===== config.mk =====
export PLATFORM = sky130hd
export DESIGN_NAME = pwm_duty_meter_flat
export DESIGN_NICKNAME = d
export VERILOG_FILES = /design/src/rtl/pwm_duty_meter_if.sv /design/src/rtl/pwm_duty_meter.sv /design/src/flat_wrapper.sv
export SDC_FILE = /design/constraint.sdc
export NUM_CORES = 1
export LEC_CHECK = 0
export CORE_MARGIN = 4
export CORE_UTILIZATION = 35
export DETAILED_ROUTE_END_ITERATION = 10
export GPL_ROUTABILITY_DRIVEN = 0
export PLACE_DENSITY = 0.5
export SYNTH_ARGS = -nofsm -noshare
export SYNTH_HDL_FRONTEND = slang
export SYNTH_SLANG_ARGS = --single-unit

===== constraint.sdc =====
create_clock -name clk -period 4.1 [get_ports clk]
set_input_delay 0.615 -clock clk [delete_from_list [all_inputs] [get_ports clk]]
set_output_delay 0.615 -clock clk [all_outputs]
set_load 0.02 [all_outputs]

===== src/rtl/pwm_duty_meter_if.sv =====
// Measurement bus of the PWM duty meter: the PWM waveform in, period/high/duty results out.
// The master side drives the waveform and consumes the results; the meter is the slave.
interface pwm_duty_meter_if #(
    parameter int CNT_W = 16
);
    logic             PWM_IN;
    logic [7:0]       DUTY_OUT;
    logic [CNT_W-1:0] PERIOD_OUT;
    logic [CNT_W-1:0] HIGH_OUT;
    logic             VALID;
    logic             STUCK;

    modport master (
        output PWM_IN,
        input  DUTY_OUT,
        input  PERIOD_OUT,
        input  HIGH_OUT,
        input  VALID,
        input  STUCK
    );

    modport slave (
        input  PWM_IN,
        output DUTY_OUT,
        output PERIOD_OUT,
        output HIGH_OUT,
        output VALID,
        output STUCK
    );
endinterface


===== src/rtl/pwm_duty_meter.sv =====
// Rising-edge to rising-edge PWM meter: period and high-time counters, stuck timeout,
// and an 8-iteration restoring divider producing floor(100*HIGH/PERIOD).
module pwm_duty_meter #(
    parameter int CNT_W = 16
) (
    input  logic              clk,
    input  logic              reset,
    pwm_duty_meter_if.slave   bus
);

    localparam int               NW        = CNT_W + 7;
    localparam logic [CNT_W-1:0] CNT_MAX   = '1;
    localparam logic [CNT_W-1:0] CNT_ONE   = CNT_W'(1);
    localparam logic [NW-1:0]    PCT_SCALE = NW'(100);

    typedef enum logic {
        IDLE,
        MEASURE
    } state_t;

    function automatic logic [CNT_W-1:0] sat_inc(input logic [CNT_W-1:0] v);
        return (v == CNT_MAX) ? v : v + CNT_ONE;
    endfunction

    // Returns {new remainder, quotient bit} for one restoring step against p<<k.
    function automatic logic [NW:0] div_step(input logic [NW-1:0]    rem,
                                             input logic [CNT_W-1:0] p,
                                             input logic [2:0]       k);
        logic [NW:0] sub;
        sub = {8'd0, p} << k;
        if ({1'b0, rem} >= sub) begin
            return {rem - sub[NW-1:0], 1'b1};
        end
        return {rem, 1'b0};
    endfunction

    state_t           state;
    state_t           state_nxt;

    logic             meta_p0;
    logic             s_p1;
    logic             s_d_p2;
    logic             rise;

    logic [CNT_W-1:0] period_cnt;
    logic [CNT_W-1:0] high_cnt;
    logic             stuck;
    logic             capture;
    logic             timeout;

    logic             div_run;
    logic             div_fin;
    logic             div_busy;
    logic [2:0]       div_k;
    logic [NW-1:0]    div_rem;
    logic [CNT_W-1:0] div_p;
    logic [CNT_W-1:0] div_h;
    logic [7:0]       div_q;
    logic [NW:0]      div_nxt;

    logic [7:0]       duty_p3;
    logic [CNT_W-1:0] period_p3;
    logic [CNT_W-1:0] high_p3;
    logic             vld_p3;

    // Stage p0/p1: two-flop synchronizer; p2: edge register
    always_ff @(posedge clk) begin
        if (reset) begin
            meta_p0 <= 1'b0;
            s_p1    <= 1'b0;
            s_d_p2  <= 1'b0;
        end else begin
            meta_p0 <= bus.PWM_IN;
            s_p1    <= meta_p0;
            s_d_p2  <= s_p1;
        end
    end

    assign rise     = s_p1 & ~s_d_p2;
    assign div_busy = div_run | div_fin;

    always_ff @(posedge clk) begin
        if (reset) begin
            state <= IDLE;
        end else begin
            state <= state_nxt;
        end
    end

    // A rise always wins over a timeout landing in the same cycle.
    always_comb begin
        state_nxt = state;
        capture   = 1'b0;
        timeout   = 1'b0;
        case (state)
            IDLE: begin
                if (rise) begin
                    state_nxt = MEASURE;
                end else if (!stuck && period_cnt == CNT_MAX) begin
                    timeout = 1'b1;
                end
            end
            MEASURE: begin
                if (rise) begin
                    capture = ~div_busy;
                end else if (period_cnt == CNT_MAX) begin
                    timeout   = 1'b1;
                    state_nxt = IDLE;
                end
            end
            default: state_nxt = IDLE;
        endcase
    end

    // Counters restart at 1 on every rise; in IDLE they only time the post-reset wait.
    always_ff @(posedge clk) begin
        if (reset) begin
            period_cnt <= '0;
            high_cnt   <= '0;
            stuck      <= 1'b0;
        end else if (rise) begin
            period_cnt <= CNT_ONE;
            high_cnt   <= CNT_ONE;
            stuck      <= 1'b0;
        end else if (timeout) begin
            period_cnt <= '0;
            high_cnt   <= '0;
            stuck      <= 1'b1;
        end else if (state == MEASURE) begin
            period_cnt <= sat_inc(period_cnt);
            if (s_p1) begin
                high_cnt <= sat_inc(high_cnt);
            end
        end else if (!stuck) begin
            period_cnt <= sat_inc(period_cnt);
        end
    end

    assign div_nxt = div_step(div_rem, div_p, div_k);

    // Divider: load on capture, one quotient bit per cycle MSB first; div_fin keeps
    // the divider busy through the cycle its result is presented.
    always_ff @(posedge clk) begin
        if (reset) begin
            div_run <= 1'b0;
            div_fin <= 1'b0;
            div_k   <= '0;
            div_rem <= '0;
            div_p   <= '0;
            div_h   <= '0;
            div_q   <= '0;
        end else begin
            div_fin <= 1'b0;
            if (capture) begin
                div_run <= 1'b1;
                div_k   <= 3'd7;
                div_rem <= NW'(high_cnt) * PCT_SCALE;
                div_p   <= period_cnt;
                div_h   <= high_cnt;
                div_q   <= '0;
            end else if (div_run) begin
                div_rem <= div_nxt[NW:1];
                div_q   <= {div_q[6:0], div_nxt[0]};
                div_k   <= div_k - 3'd1;
                if (div_k == 3'd0) begin
                    div_run <= 1'b0;
                    div_fin <= 1'b1;
                end
            end
        end
    end

    // Stage p3: result registers, held between VALID pulses
    always_ff @(posedge clk) begin
        if (reset) begin
            duty_p3   <= '0;
            period_p3 <= '0;
            high_p3   <= '0;
            vld_p3    <= 1'b0;
        end else begin
            vld_p3 <= 1'b0;
            if (div_run && div_k == 3'd0) begin
                duty_p3   <= {div_q[6:0], div_nxt[0]};
                period_p3 <= div_p;
                high_p3   <= div_h;
                vld_p3    <= 1'b1;
            end else if (timeout && !div_busy) begin
                duty_p3   <= s_p1 ? 8'd100 : 8'd0;
                period_p3 <= '0;
                high_p3   <= '0;
                vld_p3    <= 1'b1;
            end
        end
    end

    assign bus.DUTY_OUT   = duty_p3;
    assign bus.PERIOD_OUT = period_p3;
    assign bus.HIGH_OUT   = high_p3;
    assign bus.VALID      = vld_p3;
    assign bus.STUCK      = stuck;

endmodule


===== src/flat_wrapper.sv =====
// flat-port wrapper written by rule: the top's interface ports become plain ports
module pwm_duty_meter_flat 
#(
    parameter int CNT_W = 16
)
  (clk, reset, bus_PWM_IN, bus_DUTY_OUT, bus_PERIOD_OUT, bus_HIGH_OUT, bus_VALID, bus_STUCK);
  pwm_duty_meter_if #(.CNT_W(CNT_W)) bus_i ();
  input  logic clk;
  input  logic reset;
  input wire logic [$bits(bus_i.PWM_IN)-1:0] bus_PWM_IN;
  output wire logic [$bits(bus_i.DUTY_OUT)-1:0] bus_DUTY_OUT;
  output wire logic [$bits(bus_i.PERIOD_OUT)-1:0] bus_PERIOD_OUT;
  output wire logic [$bits(bus_i.HIGH_OUT)-1:0] bus_HIGH_OUT;
  output wire logic [$bits(bus_i.VALID)-1:0] bus_VALID;
  output wire logic [$bits(bus_i.STUCK)-1:0] bus_STUCK;
  assign bus_i.PWM_IN = bus_PWM_IN;
  assign bus_DUTY_OUT = bus_i.DUTY_OUT;
  assign bus_PERIOD_OUT = bus_i.PERIOD_OUT;
  assign bus_HIGH_OUT = bus_i.HIGH_OUT;
  assign bus_VALID = bus_i.VALID;
  assign bus_STUCK = bus_i.STUCK;
  pwm_duty_meter #(.CNT_W(CNT_W)) u_core (.clk(clk), .reset(reset), .bus(bus_i));
endmodule

==> results.py <==
metrics = {
    "outcome": {
        "outcome": "complete, no violations",
    },
    "placed_design": {
        "hpwl_mm": 16.19,
        "io_buffers": 44,
        "dpl-instance-area_um2": 9397,
    },
    "detailed_routing": {
        "wl_per_cell_um": 16.36,
        "firstDrtPassIters": 5,
        "viasPerCell": 5.153,
        "routed_wl_mm": 22.17,
        "vias": 6982,
        "drt-initial-drc-count": 449,
        "drc_errors": 0,
        "ant_nets": 0,
    },
    "yosys": {
        "synth_warnings": 0,
        "postSynthAreaPerCell_um2": 8.757,
        "ys.flop_type": "dfxtp_1",
        "yosys_register_bits": 145,
        "ys_types": 68,
        "synthArstFlopShare": 0,
        "synth_fp_nets": 1077,
        "synth_edf_count": 0,
        "synthesis.area_um2": 8599,
        "ys_seq_area_frac": 0.3376,
        "syn_inst": 982,
    },
    "clock_tree": {
        "path_clk_slew_ns": 0.07,
        "tritoncts": "done",
        "cts_buffers": 17,
        "cts_resized": 0,
        "cts.sinks": 145,
        "cts_root_buf": "clkbuf_16",
        "cts_hold_buffers": 0,
        "clockBufferDepth": 2,
        "post_cts_buffers": 0,
        "clock_latency_ns": 0.44,
        "htree_levels": 4,
    },
    "setup_path": {
        "required_ns": 4.45,
        "critPathSlowestCell": "mux4_2",
        "arrival_ns": 4.10,
        "reg2reg_depth": 12,
        "path_max_fanout": 27,
        "crit_path_end_kind": "flop",
        "start_kind": "flop",
        "critPathKind": "flop to flop",
        "cp_cell_sequence": "buf_4 -> mux4_2 -> a22oi_1 -> ha_1 -> a21oi_1 -> o21ai_1 -> nand2b_1 -> o221ai_1 -> o21ai_2 -> and2_4 -> mux2_4 -> a31oi_2",
        "r2r-end": "u_core.div_rem[22]",
        "cp_slowest_stage_delay_ns": 0.55,
        "r2r_start": "u_core.div_k[0]",
        "reg2reg_slack_ns": 0.35,
    },
    "run": {
        "drv_cap": 0,
    },
    "hold_path": {
        "hold_class": "flop to flop",
        "worstHoldStart": "u_core.meta_p0",
        "holdPathEnd": "u_core.s_p1",
        "min_path_cells": 1,
    },
    "floorplanning": {
        "die_y_um": 164.8,
        "core_um2": 24250,
        "die_x_um": 164.8,
        "placementRows": 57,
        "dieArea_um2": 27140,
        "ios": 45,
        "start_util": 0.3546,
    },
    "cells_and_area": {
        "nets": 1113,
        "final-seq-area_um2": 2903,
        "final_core_util": 0.4138,
        "drive_gt1_frac": 0.08147,
        "diodes": 0,
        "areaGrowthSynthToFinish_pct": 16.67,
        "multi_input_area_um2": 5293,
        "design_area_um2": 10030,
        "n_fill_cell": 2429,
    },
    "sta": {
        "slew_headroom": 0.3713,
        "fin_crit_ns": 3.753,
        "setup-violations-final": 0,
        "hold_violations": 0,
        "fin_crit_sh": 0.9153,
        "setup_tns_ns": 0,
        "drv_slew": 0,
        "rsz0062_at_grt": "false",
        "skew_ns": 0.01703,
        "tightest_slew_ns": 0.9430,
        "timing.fmax_ghz": 0.2665,
    },
    "power_and_ir_drop": {
        "ir_drop_mv": 0.2410,
        "leakage_nw": 4.081,
        "power_density_nw_per_um2": 327.9,
    },
    "global_route": {
        "grt_start_max_net_pins": 48,
        "grt_overflow": 0,
        "grt_use_total": 0.1696,
        "grt_pass1_wl_mm": 36.58,
        "antenna_found_initial": 0,
        "grt_pass1_vias": 6861,
    },
}
## worst max-delay path by stage
stage / from / to / slack, ns / cells past startpoint
final: u_core.div_k[0] / u_core.div_rem[22] / 0.35 / 12
after global routing: u_core.high_cnt[4] / u_core.div_rem[20] / 0.07 / 14
after CTS: u_core.div_k[0] / u_core.div_rem[22] / 0.32 / 12
after detailed placement: u_core.div_k[0] / u_core.div_rem[22] / 0.33 / 12
after global placement: u_core.high_cnt[4] / u_core.div_rem[20] / 0.35 / 13
after floorplan: u_core.div_k[0] / u_core.div_rem[15] / 0.42 / 15
## cells in the final DEF, fill, tap and decap left out, types with 4 or more instances in the layout
| cell | Yosys | final |
|---|---|---|
| a211o_1 | 4 | 4 |
| a211oi_1 | 10 | 10 |
| a21o_1 | 9 | 9 |
| a21oi_1 | 93 | 93 |
| a22o_1 | 37 | 37 |
| a22oi_1 | 8 | 8 |
| a31oi_1 | 14 | 14 |
| and2_1 | 6 | 6 |
| and3_1 | 12 | 12 |
| and4_1 | 4 | 4 |
| buf_4 | 2 | 19 |
| clkbuf_16 | 0 | 17 |
| clkdlybuf4s50_1 | 0 | 43 |
| dfxtp_1 | 145 | 145 |
| fa_1 | 12 | 12 |
| ha_1 | 80 | 80 |
| inv_1 | 58 | 58 |
| inv_6 | 0 | 5 |
| inv_8 | 0 | 4 |
| mux2i_1 | 29 | 29 |
| mux4_2 | 8 | 8 |
| nand2_1 | 121 | 121 |
| nand2b_1 | 10 | 10 |
| nand3_1 | 19 | 18 |
| nand4_1 | 10 | 10 |
| nor2_1 | 77 | 77 |
| nor2b_1 | 13 | 12 |
| nor3_1 | 10 | 10 |
| o21a_1 | 8 | 8 |
| o21ai_0 | 18 | 18 |
| or2_2 | 4 | 4 |
| or3_1 | 6 | 6 |
| xnor2_1 | 32 | 32 |
| xor2_1 | 26 | 26 |
## sequential cells by signal (all words and copies together) (netlist names)
| signal | count |
|---|---|
| u_core.bus.PERIOD_OUT | 16 |
| u_core.div_p | 16 |
| u_core.div_fin | 1 |
| u_core.div_h | 16 |
| u_core.div_rem | 23 |
| u_core.period_cnt | 16 |
| u_core.div_k | 3 |
| u_core.bus.STUCK | 1 |
| u_core.state | 1 |
| u_core.s_d_p2 | 1 |
| u_core.div_q | 7 |
| u_core.bus.HIGH_OUT | 16 |
| u_core.high_cnt | 16 |
| u_core.div_run | 1 |
| u_core.s_p1 | 1 |
| u_core.bus.DUTY_OUT | 8 |
| u_core.bus.VALID | 1 |
| u_core.meta_p0 | 1 |
## layout make-up
type,count,area share
Clock buffer,17,0.04240
Clock inverter,15,0.02107
Inverter,58,0.02170
Multi-Input combinational cell,733,0.5275
Sequential cell,145,0.2893
Tap cell,324,0.04040
Timing Repair Buffer,63,0.05761
## kinds of logic (layout without fill, tap and decap cells)
| kind of cell | after synthesis | count (layout) | synth area share |
|---|---|---|---|
| muxes | 40 | 40 | 0.05907 |
| DFF | 145 | 145 | 0.3376 |
| AOI/OAI and AO/OA | 241 | 241 | 0.1903 |
| and+or+nand+nor | 302 | 302 | 0.1611 |
| adders and majority gates | 92 | 92 | 0.1443 |
| buffers and inverters | 104 | 153 | 0.04860 |
| xor gates and xnor gates | 58 | 58 | 0.05907 |
## per-layer routing
layer	vias to the layer above	part of all wire	GRT usage
met1	3262	0.51	0.2454
met2	137	0.44	0.2637
met3	18	0.034	0.02920
met5	-	0	0
met4	0	0.014	0.04045
li1	3565	-	-
## stage by stage
step / hold slack (ns) / worst slack, ns / total power [mW] / std cells
floorplan: 0.4138 / 0.4243 / 1.557 / 982
global placement: 0.4409 / 0.3521 / 1.595 / 1323
detailed placement: 0.4272 / 0.3346 / 1.594 / 1323
CTS: 0.4430 / 0.3208 / 3.335 / 1355
global route: 0.4609 / 0.06757 / 3.407 / 1355
finish: 0.4432 / 0.3474 / 3.290 / 1355
## synthesized netlist by cell type (12+ instances only)
cell / n / area share
clkbuf_1: 36 / 0.016
dfxtp_1: 145 / 0.34
nand2_1: 121 / 0.053
a21oi_1: 93 / 0.054
mux2i_1: 29 / 0.034
nor2b_1: 13 / 0.0095
xor2_1: 26 / 0.026
o21ai_0: 18 / 0.010
nand3_1: 19 / 0.011
nor2_1: 77 / 0.034
a31oi_1: 14 / 0.010
xnor2_1: 32 / 0.033
and3_1: 12 / 0.0087
fa_1: 12 / 0.028
a22o_1: 37 / 0.038
inv_1: 58 / 0.025
ha_1: 80 / 0.12
## where the power goes
group          internal, mW  switching (mW)
Combinational        0.0539          0.0853
Sequential             1.41         0.00842
Clock                 0.992           0.737
## worst max-delay path: cells and delay by family (launching register included)
family	cells	cell delay, ns
buffers and inverters	1	0.21
and+or+nand+nor	2	0.61
AOI/OAI and AO/OA	6	1.30
adders and majority gates	1	0.34
DFF	1	0.31
muxes	2	0.89
Note: power is estimated with default switching activity, not from simulation.
